<file path="config.mk">
export PLATFORM = sky130hd
export DESIGN_NAME = window_address_generation_unit
export DESIGN_NICKNAME = d
export VERILOG_FILES = /design/src/rtl/window_address_generation_unit.sv
export SDC_FILE = /design/constraint.sdc
export NUM_CORES = 1
export LEC_CHECK = 0
export ABC_AREA = 0
export BUFFER_PORTS_ARGS = -buffer_cell sky130_fd_sc_hd__buf_2
export CAP_MARGIN = 5
export CORE_MARGIN = 1.5
export CORE_UTILIZATION = 56
export CTS_BUF_LIST = sky130_fd_sc_hd__clkbuf_4
export CTS_CLUSTER_DIAMETER = 120
export DETAILED_ROUTE_END_ITERATION = 8
export GPL_TIMING_DRIVEN = 0
export PLACE_DENSITY = 0.92
export SETUP_SLACK_MARGIN = 0.2
export SYNTH_ARGS = -nofsm -noshare
export SYNTH_HDL_FRONTEND = slang
export SYNTH_SLANG_ARGS = --single-unit
</file>
<file path="constraint.sdc">
create_clock -name clk -period 2.5 [get_ports clk]
set_input_delay 0.125 -clock clk [delete_from_list [all_inputs] [get_ports clk]]
set_output_delay 0.125 -clock clk [all_outputs]
set_load 0.005 [all_outputs]
</file>
<file path="src/rtl/window_address_generation_unit.sv">
// Register-window address generation unit: maps local register addresses onto a
// windowed physical register file and sequences spill/fill transfers on overflow/underflow.
module window_address_generation_unit #(
  parameter int LOC_W      = 4,
  parameter int N_GLOB     = 8,
  parameter int NWIN       = 16,
  parameter int WIN_STRIDE = 4,
  parameter int CWP_W      = 4,
  parameter int PHYS_W     = 7
) (
  input  logic              clk,
  input  logic              a_reset,
  input  logic [LOC_W-1:0]  l_r_addr_a,
  input  logic [LOC_W-1:0]  l_r_addr_b,
  input  logic [LOC_W-1:0]  l_w_addr,
  output logic [PHYS_W-1:0] r_addr_a,
  output logic [PHYS_W-1:0] r_addr_b,
  output logic [PHYS_W-1:0] w_addr,
  input  logic              win_save,
  input  logic              win_restore,
  output logic [CWP_W-1:0]  cwp,
  output logic              busy,
  output logic              cmd_err,
  output logic              mem_req,
  output logic              mem_we,
  output logic [PHYS_W-1:0] mem_addr,
  input  logic              mem_ack
);

  localparam int REG = NWIN * WIN_STRIDE;
  localparam int K_W = (WIN_STRIDE > 1) ? $clog2(WIN_STRIDE) : 1;
  localparam logic [K_W-1:0]   K_LAST  = K_W'(WIN_STRIDE - 1);
  localparam logic [CWP_W-1:0] RES_MAX = CWP_W'(NWIN - 1);

  typedef enum logic [1:0] {IDLE, SPILL, FILL} state_t;

  state_t             state_q, state_d;
  logic [CWP_W-1:0]   owp;
  logic [CWP_W-1:0]   resident;
  logic [K_W-1:0]     k;
  logic [CWP_W-1:0]   fill_win;
  logic               ack, last_ack, illegal;
  logic               do_save, do_restore;

  function automatic logic [PHYS_W-1:0] xlate(input logic [LOC_W-1:0] l,
                                               input logic [CWP_W-1:0] w);
    int off;
    if (int'(l) < N_GLOB) return PHYS_W'(l);
    off = (int'(w) * WIN_STRIDE + int'(l) - N_GLOB) % REG;
    return PHYS_W'(N_GLOB + off);
  endfunction

  function automatic logic [PHYS_W-1:0] word_addr(input logic [CWP_W-1:0] w,
                                                   input logic [K_W-1:0]   kk);
    return PHYS_W'(N_GLOB + (int'(w) * WIN_STRIDE + int'(kk)) % REG);
  endfunction

  assign r_addr_a = xlate(l_r_addr_a, cwp);
  assign r_addr_b = xlate(l_r_addr_b, cwp);
  assign w_addr   = xlate(l_w_addr, cwp);

  // The window being filled is the one just below the current pointer.
  assign fill_win   = cwp - CWP_W'(1);
  assign ack        = mem_req & mem_ack;
  assign last_ack   = ack & (k == K_LAST);
  assign do_save    = win_save & ~win_restore;
  assign do_restore = win_restore & ~win_save;
  assign illegal    = busy ? (win_save | win_restore) : (win_save & win_restore);

  // NOTE: sequential state uses non-blocking assignments so every register
  // samples pre-edge values regardless of statement order.
  always_ff @(posedge clk or posedge a_reset) begin
    if (a_reset) state_q <= IDLE;
    else         state_q <= state_d;
  end

  // NOTE: state_d gets a default before the case so no path leaves it unassigned (no latch).
  always_comb begin
    state_d = state_q;
    case (state_q)
      IDLE: begin
        if (do_save && resident == RES_MAX)            state_d = SPILL;
        else if (do_restore && resident == '0)         state_d = FILL;
      end
      SPILL, FILL: if (last_ack) state_d = IDLE;
      default:     state_d = IDLE;
    endcase
  end

  always_comb begin
    busy = (state_q != IDLE);
  end

  always_ff @(posedge clk or posedge a_reset) begin
    if (a_reset) begin
      cwp      <= '0;
      owp      <= '0;
      resident <= '0;
      k        <= '0;
      mem_req  <= 1'b0;
      mem_we   <= 1'b0;
      mem_addr <= '0;
      cmd_err  <= 1'b0;
    end else begin
      cmd_err <= illegal;
      case (state_q)
        IDLE: begin
          if (do_save) begin
            if (resident == RES_MAX) begin
              k        <= '0;
              mem_req  <= 1'b1;
              mem_we   <= 1'b1;
              mem_addr <= word_addr(owp, '0);
            end else begin
              cwp      <= cwp + CWP_W'(1);
              resident <= resident + CWP_W'(1);
            end
          end else if (do_restore) begin
            if (resident == '0) begin
              k        <= '0;
              mem_req  <= 1'b1;
              mem_we   <= 1'b0;
              mem_addr <= word_addr(fill_win, '0);
            end else begin
              cwp      <= fill_win;
              resident <= resident - CWP_W'(1);
            end
          end
        end
        SPILL, FILL: begin
          if (last_ack) begin
            mem_req <= 1'b0;
            k       <= '0;
            if (state_q == SPILL) begin
              cwp <= cwp + CWP_W'(1);
              owp <= owp + CWP_W'(1);
            end else begin
              cwp <= fill_win;
              owp <= owp - CWP_W'(1);
            end
          end else if (ack) begin
            k        <= k + K_W'(1);
            mem_addr <= word_addr((state_q == SPILL) ? owp : fill_win, k + K_W'(1));
          end
        end
        default: ;
      endcase
    end
  end

endmodule

</file>
==> impl_results.md, run 1 <==
- Status: finished with violations
- Failing checks: negative setup slack
- Finished layout cell area: roughly 3000 sq um
- Crit Path Max Fanout: 4
- Ports: 53
- Max-cap viol count: 0
- Crit path time final: approximately 2.6 ns
- FP Rows: 23
- Post-Synthesis Net Count: about 300
- Internal reg-to-reg setup slack: about 0.23 ns
- Cells on worst reg2reg path: 9
- Leak: ~1.4 nW
- Total power: ~4.3 mW
- Number of port buffers: 52
- Largest net degree at the start of global routing: 27
- Worst path cell trace: inv_4 > ha_4 > inv_2 > ha_4 > fa_1 > ha_2 > xnor2_2 > xnor2_1 > nor2_1 > buf_2
- Drt wl/cell: 16.3 um
- Die W: a little under 70 um
- Worst r2r src: cwp[0]
- Clock Tree Buf Depth: 2
- Syn avg cell area: 9.58 sq um
- Dominant cells by area after synthesis: dfrtp_1, ha_1, xnor2_1
- Worst vdd ir: 616 uV
- Share of layout cells above drive strength 1: ~43%
- Initial core utilization: around three fifths
- Post-synthesis async set-or-reset flop share: between 90% and 100%
- Crit path buffers/inverters: 3
- Fin cells: between 300 and 400
- Max Freq: between 300 and 400 MHz
- GR Util All Layers: about a quarter
- Clock sink total: 26
- Crit. path cell count: 10
- Sequential cell area: roughly 650 sq um
- Fin. max-slew vios: 0
- Register bit count reported by yosys: 26
- Total gr overflow: 0
- Top-area cell type share of the netlist area: roughly 28%
- Crit end category: primary output
- Setup TNS: -0.464 ns
- Top delay family on crit path: adder cells
- Clk_lat worst skew: 0.32 ns
- Final hold viol count: 0
- Routed Wire Length: slightly below 6000 um
- TritonCTS clock tree: built
- First-pass detailed-route iteration total: 4
- Most common cell after layout, fill and taps aside: buf_2
- Slowest cell on crit path: fa_1
- Distinct cells, synth: between 40 and 50
- Post-synth top flop: dfrtp_1
- GP Congestion: around 0.86
- Final HPWL DP: ~3800 um
- Cells after Synth: approximately 250
- Routed vias: around 2100
- Core area: 4030 sq um
- WS Path Type: reg -> out
- Seq/Total Area, Yosys: 27.6%
- Min-Delay Path Class: in -> async
- Ant diodes: 0
- Slack of the critical path: -0.0991 ns
- Final setup fails: 7
- Layout fillers: about 260
- Worst-path clk slew: 0.15 ns
- Die H: 67.9 um
- Via/cell ratio: roughly 5.8
- Relative slew margins: about 32%
- Worst setup SP type: register
- CTS root buffer: clkbuf_4
- Post-synth EDFFs: 0
- DRC viols: 0
- Area taken by multi-input logic gates: ~1700 sq um
- Power per standard cell area: between 1000 and 1500 nW/um^2
- Fin nets: between 300 and 400
- Fin Hold WS: between 0.02 and 0.025 ns
- Die area: between 4000 and 5000 sq um
- Worst Max-Slew Pin Slew: just over 1 ns
- Worst path most repeated cell: ha_4
- Placement-stage cell area: between 2000 and 3000 sq um
- Worst Setup SP: cwp[1]
- CP required: around 2.4 ns
- Vias in the first global route: between 2000 and 2500
- Placed insts: about 350
- Leading area contributor after synthesis: dfrtp_1
- Initial DRC count: 111
- Setup Skew: between 0.006 and 0.007 ns
- CTS Buf Count: 3
- Worst Setup Slack post-DPL: -0.0621 ns
- Area growth, synth to finish: 28.3%
- RSZ-0062 raised after global routing: true
- CTS Hold Bufs: 0
- Most frequent cells in the layout: buf_2, dfrtp_1, inv_1, ha_1, nor2_1
- Fin util: between 70% and 80%
- First-pass GRT wire length: 8780 um
- CP peak stage delay: around 0.48 ns
- Syn. warnings: 0
- Initial antenna violation count: 0
- H-tree depth: 1
- Post-synthesis cell area: around 2400 sq um
- Fin crit share: 104%
- CP Data Arrival Time: 2.47 ns
- DRT antenna net count: 0
## synthesized netlist by cell type (2+ instances only)
library cell,n
a21boi_0,2
a21oi_1,9
and2_1,5
buf_4,6
buf_6,2
dfrtp_1,26
fa_1,5
ha_1,28
inv_1,26
mux2_2,9
mux2_4,5
mux2i_1,6
nand2_1,16
nand2b_1,2
nand3_1,11
nand4_1,3
nor2_1,18
nor3_1,5
nor4_1,3
nor4b_1,2
o211ai_1,2
o21a_1,2
o21ai_0,10
o22ai_1,2
o31ai_1,2
or4b_2,2
xnor2_1,16
xor2_1,5
## flip-flops by register name, summed over array words and instances, names as in the netlist
name	count
mem_req	1
cmd_err	1
state_q	2
cwp	4
owp	4
mem_we	1
mem_addr	7
k	2
resident	4
## cell families after synthesis
| group | count (synthesis) | synth area share [%] |
|---|---|---|
| buffers and inverters | 35 | 7.17 |
| adder cells (fa/ha/maj) | 33 | 19.1 |
| XOR/XNOR | 21 | 7.80 |
| flip-flops | 26 | 27.6 |
| multiplexers | 20 | 10.0 |
| AND/OR/NAND/NOR | 70 | 15.5 |
| AO/OA/AOI/OAI | 41 | 12.8 |
## where the power goes
group	internal (mW)	total [mW]	switching, mW	leakage [nW]
sequential	0.578	0.736	0.158	0.325
combinational	1.66	3.27	1.61	1.07
clock	0.162	0.296	0.134	0.0279
total	2.40	4.30	1.90	1.42
## per-layer routing
layer	global-route usage, %	vias to the layer above	part of all wire (%)
li1	-	979	-
met1	28.6	1013	39
met2	48.7	70	55
met3	2.63	11	4.7
met4	7.00	0	1.9
met5	0	-	0
## final timing paths
| path | end |
|---|---|
| setup / recovery | r_addr_b[5] |
| min in group clk | mem_req |
| hold reg to reg | owp[3] |
| max in group asynchronous | cwp[0] |
| setup reg to reg | mem_addr[4] |
| hold / removal | owp[0] |
## what timing repair did
| item | 4_1_cts | 5_1_grt |
|---|---|---|
| endpoints found under the setup margin | 9 | 12 |
| gates resized for setup | 35 | 13 |
| buffers inserted | 6 | 2 |
| pin swaps | 24 | 5 |
| gates cloned | 0 | 0 |
## layout make-up
class                           count  area share [%]
Multi-Input combinational cell    185            57.8
Sequential cell                    26            21.6
Buffer                              9            2.40
Tap cell                           50            2.07
Timing Repair Buffer               60            10.9
Inverter                           26            3.43
Clock inverter                      1           0.993
Clock buffer                        3           0.744
(Power assumes the default switching activity.)
==> run 2: changes to the inputs <==
CORE_ASPECT_RATIO = 2   (was unset)
==> impl_results.md, run 2 (synthesis gave the netlist of run 1 again) <==
- Max Freq: 365 MHz (-5.1%)
- First-pass detailed-route iteration total: 4 (unchanged)
- Setup Skew: 0.0117 ns (+0.00555 ns)
- First-pass GRT wire length: 9290 um (+5.8%)
- Routed Wire Length: 6390 um (+8.7%)
- Worst vdd ir: 917 uV (+49%)
- Core area: 4050 sq um (+0.43%)
- Top delay family on crit path: adder cells
- CTS Buf Count: 3 (unchanged)
- Via/cell ratio: 5.83 (+1.3%)
- Worst path most repeated cell: ha_4
- Ant diodes: 0 (unchanged)
- Fin. max-slew vios: 0 (unchanged)
- Most frequent cells in the layout: buf_2, dfrtp_1, inv_1, buf_4
- Share of layout cells above drive strength 1: 43.6% (+1.0 points)
- CP peak stage delay: 0.60 ns (+0.12 ns)
- Crit Path Max Fanout: 5 (+1)
- Crit end category: primary output
- Initial core utilization: 58.3% (-0.25 points)
- DRT antenna net count: 0 (unchanged)
- Relative slew margins: 31.0% (-1.0 points)
- Max reg flops: 7 (unchanged)
- Fin crit share: 110% (+5.6 points)
- Initial antenna violation count: 0 (unchanged)
- DRC viols: 0 (unchanged)
- Final HPWL DP: 4200 um (+12%)
- Leak: 1.44 nW (+1.6%)
- Min-Delay Path Class: in -> async
- Clock Tree Buf Depth: 2 (unchanged)
- Final setup fails: 9 (+2)
- Crit path time final: 2.74 ns (+0.140 ns)
- Worst setup SP type: register
- WS Path Type: reg -> out
- Most common cell after layout, fill and taps aside: buf_2
- Vias in the first global route: 2123 (+5.0%)
- Setup TNS: -1.13 ns (-0.664 ns)
- Most flops, register: mem_addr
- Routed vias: 2134 (+2.9%)
- Slowest cell on crit path: fa_2
- Worst path cell trace: inv_4 > ha_4 > inv_2 > ha_4 > fa_2 > nand2_2 > o2111ai_2 > o21ai_1 > and2_1 > buf_2
- GR Util All Layers: 26.1% (+1.2 points)
- Total gr overflow: 0 (unchanged)
- Worst Setup Slack post-DPL: -0.0158 ns (+0.0463 ns)
- Worst Max-Slew Pin Slew: 1.03 ns (+0.0154 ns)
- Drt wl/cell: 17.4 um (+7.0%)
- CP required: 2.38 ns (about the same)
- TritonCTS clock tree: built
- Failing checks: negative setup slack
- CP Data Arrival Time: 2.61 ns (+0.14 ns)
- GP Congestion: 0.794 (-7.3%)
- Die H: 94.8 um (+40%)
- Die area: 4630 sq um (+0.50%)
- Crit path buffers/inverters: 3 (unchanged)
- Fin Hold WS: 0.000898 ns (-0.0217 ns)
- Ports: 53 (unchanged)
- Clock sink total: 26 (unchanged)
- Status: finished with violations
- FP Rows: 33 (+43%)
- Max-cap viol count: 0 (unchanged)
- Area growth, synth to finish: 30.0%
- RSZ-0062 raised after global routing: true
- Worst-path clk slew: 0.15 ns (about the same)
- Die W: 48.9 um (-28%)
- Fin nets: 365 (+1.1%)
- Slack of the critical path: -0.239 ns (-0.140 ns)
- CTS Hold Bufs: 0 (unchanged)
- Largest net degree at the start of global routing: 27 (unchanged)
- Final hold viol count: 0 (unchanged)
- Internal reg-to-reg setup slack: 0.27 ns (+0.04 ns)
- H-tree depth: 1 (unchanged)
- Power per standard cell area: 1470 nW/um^2 (+3.5%)
- Initial DRC count: 51 (-54%)
- Number of port buffers: 52 (unchanged)
- CTS root buffer: clkbuf_4
- Clk_lat worst skew: 0.35 ns (+0.03 ns)
==> run 2: changes by cell type in the layout (fill, tap and decap cells not counted), sizes merged <==
cell,before,now
buf,69,72
bufinv,1,0
clkbuf,3,4
clkinv,0,1
==> run 2: final timing paths <==
check,startpoint,endpoint,cells past startpoint
max,cwp[1],r_addr_b[6],10
min in group clk,mem_ack,mem_req,4
min,a_reset,state_q[0],2
min reg2reg,owp[3],owp[3],1
max reg2reg,resident[1],mem_addr[6],5
max in group asynchronous,a_reset,cwp[0],2
==> run 2: report_power, final <==
part | internal [mW] | total (mW) | switching (mW)
combinational | 1.81 | 3.56 | 1.75
sequential | 0.578 | 0.752 | 0.174
clock | 0.0590 | 0.197 | 0.138
==> run 2: worst register-to-register path: stages, from the launching register on <==
cell and delay (ns):
dfrtp_1 0.49, or4_4 0.58, o32ai_4 0.39, a21boi_4 0.16
nor2_8 0.20, mux2_4 0.32
==> run 2: through the flow <==
step	utilization, %	total power, mW	std cells	area [sq um]
5_1_grt	75.8	4.82	366	3070
4_1_cts	72.2	3.99	359	2920
6_report	75.8	4.51	366	3070
2_1_floorplan	-	2.60	246	2360
3_5_place_dp	66.3	3.31	350	2680
3_3_place_gp	66.3	3.18	350	2680
==> run 2: final cells by class <==
class | instances | area [sq um]
multi-input combinational | 185 | 1770
fill | 264 | 981
sequential | 26 | 654
timing repair buffer | 64 | 369
inverter | 26 | 104
buffer | 9 | 72.6
tap | 52 | 65.1
clock buffer | 3 | 22.5
clock inverter | 1 | 3.75
==> run 2: repair_timing <==
item,CTS,global route
buffers inserted,5,7
setup endpoints to repair,10,16
pin swaps,21,19
endpoints found under the hold margin,0,0
resized for setup,34,18
==> run 2: per-layer routing <==
| metal | track usage, % | part of all wire (%) | vias up |
|---|---|---|---|
| li1 | - | - | 993 |
| met5 | 0 | 0 | - |
| met2 | 52.1 | 56 | 75 |
| met3 | 2.06 | 2.7 | 31 |
| met1 | 24.2 | 34 | 1035 |
| met4 | 18.1 | 7.0 | 0 |
==> run 3: changes to the inputs <==
SKIP_LAST_GASP = 1   (was unset)
==> impl_results.md, run 3 (synthesis gave the netlist of run 1 again) <==
- WS Path Type: reg -> out
- CP Data Arrival Time: 2.62 ns (about the same)
- Fin cells: 366 (unchanged)
- Top delay family on crit path: adder cells
- FP Rows: 33 (unchanged)
- Share of layout cells above drive strength 1: 43.6% (unchanged)
- Routed vias: 2142 (+0.37%)
- Layout fillers: 264 (unchanged)
- Most common cell after layout, fill and taps aside: buf_2
- CTS Buf Count: 3 (unchanged)
- Max reg flops: 7 (unchanged)
- H-tree depth: 1 (unchanged)
- Max Freq: 364 MHz (-0.21%)
- Total power: 4.51 mW (about the same)
- DRC viols: 0 (unchanged)
- TritonCTS clock tree: built
- Clk_lat worst skew: 0.35 ns (about the same)
- Most frequent cells in the layout: buf_2, dfrtp_1, inv_1, buf_4
- Status: finished with violations
- Fin crit share: 110% (+0.23 points)
- Via/cell ratio: 5.85 (+0.37%)
- Routed Wire Length: 6380 um (about the same)
- Placed insts: 350 (unchanged)
- Worst vdd ir: 918 uV (about the same)
- Crit Path Max Fanout: 5 (unchanged)
- Worst-path clk slew: 0.15 ns (about the same)
- Initial DRC count: 70 (+37%)
- DRT antenna net count: 0 (unchanged)
- Initial core utilization: 58.3% (unchanged)
- Vias in the first global route: 2123 (unchanged)
- RSZ-0062 raised after global routing: true
- Setup Skew: 0.0104 ns (-0.00129 ns)
- Die H: 94.8 um (unchanged)
- Crit path buffers/inverters: 3 (unchanged)
- Max-cap viol count: 0 (unchanged)
- Fin Hold WS: -0.000607 ns (-0.00150 ns)
- Initial antenna violation count: 0 (unchanged)
- Clock Tree Buf Depth: 2 (unchanged)
- Final hold viol count: 1 (+1)
- Most flops, register: mem_addr
- Clock sink total: 26 (unchanged)
- CP peak stage delay: 0.60 ns (about the same)
- Slack of the critical path: -0.245 ns (-0.00575 ns)
- Final setup fails: 9 (unchanged)
- Setup TNS: -1.15 ns (-0.0200 ns)
- Final HPWL DP: 4200 um (unchanged)
- GR Util All Layers: 26.1% (unchanged)
- Ports: 53 (unchanged)
- Die W: 48.9 um (unchanged)
- Fin. max-slew vios: 0 (unchanged)
- Leak: 1.44 nW (unchanged)
- Die area: 4630 sq um (unchanged)
- Worst path cell trace: inv_4 > ha_4 > inv_2 > ha_4 > fa_2 > nand2_2 > o2111ai_2 > o21ai_1 > and2_1 > buf_2
- First-pass GRT wire length: 9290 um (unchanged)
- Relative slew margins: 31.5% (+0.50 points)
- Largest net degree at the start of global routing: 27 (unchanged)
- CP required: 2.38 ns (about the same)
- Power per standard cell area: 1470 nW/um^2 (about the same)
- Crit path time final: 2.74 ns (+0.00575 ns)
- GP Congestion: 0.794 (unchanged)
- Number of port buffers: 52 (unchanged)
- Failing checks: negative hold slack, negative setup slack
- First-pass detailed-route iteration total: 4 (unchanged)
- Core area: 4050 sq um (unchanged)
- Worst Max-Slew Pin Slew: 1.03 ns (-0.00755 ns)
- CTS root buffer: clkbuf_4
- Total gr overflow: 0 (unchanged)
- Ant diodes: 0 (unchanged)
- Worst path most repeated cell: ha_4
- Crit end category: primary output
- Slowest cell on crit path: fa_2
- Worst setup SP type: register
- Area growth, synth to finish: 30.0% (unchanged)
- Min-Delay Path Class: in -> async
- Fin nets: 365 (unchanged)
- Drt wl/cell: 17.4 um (about the same)
==> run 3: routing by layer <==
metal  routed length (um)  global-route usage [%]  vias up
li1                     -                       -      991
met1                 2130                    24.2     1034
met2                 3620                    52.1       86
met3                  189                    2.06       31
met4                  446                    18.1        0
met5                    0                       0        -
==> run 3: report_power, final <==
| part | internal (mW) | leakage (nW) | total (mW) | switching (mW) |
|---|---|---|---|---|
| Clock | 0.0590 | 0.0154 | 0.197 | 0.138 |
| Sequential | 0.578 | 0.324 | 0.751 | 0.173 |
| Combinational | 1.81 | 1.10 | 3.57 | 1.75 |
| Total | 2.45 | 1.44 | 4.51 | 2.06 |
==> run 3: final timing paths <==
| path | slack [ns] | to | depth (start not counted) | start |
|---|---|---|---|---|
| setup / recovery | -0.24 | r_addr_b[6] | 10 | cwp[1] |
| hold / removal | -0.0006 | state_q[0] | 2 | a_reset |
| setup reg to reg | 0.28 | mem_addr[6] | 5 | resident[0] |
| hold reg to reg | 0.52 | owp[3] | 1 | owp[3] |
| max in group asynchronous | 1.82 | cwp[0] | 2 | a_reset |
| min in group clk | 0.11 | mem_req | 4 | mem_ack |
==> run 3: cell type report <==
class                   instances  area [sq um]  share of cell area [%]
flip-flops and latches         26           654                    21.3
clock inverters                 1          3.75                   0.122
multi-input cells             185          1770                    57.9
plain buffers                   9          72.6                    2.37
well taps                      52          65.1                    2.12
repair buffers                 64           369                    12.0
clock buffers                   3          22.5                   0.735
inverters                      26           104                    3.39
==> run 3: what timing repair did <==
| action | 4_1_cts | 5_1_grt |
|---|---|---|
| hold buffers | 0 | 0 |
| endpoints found under the setup margin | 10 | 16 |
| setup buffers | 5 | 7 |
| pin swaps | 21 | 18 |
| gates resized for setup | 34 | 18 |
==> run 3: stage by stage <==
stage	utilization (%)	cell area, sq um	worst slack, ns
6_report	75.8	3070	-0.245
5_1_grt	75.8	3070	-0.303
4_1_cts	72.2	2920	-0.134
3_5_place_dp	66.3	2680	-0.0158
3_3_place_gp	66.3	2680	0.00273
2_1_floorplan	-	2360	0.206
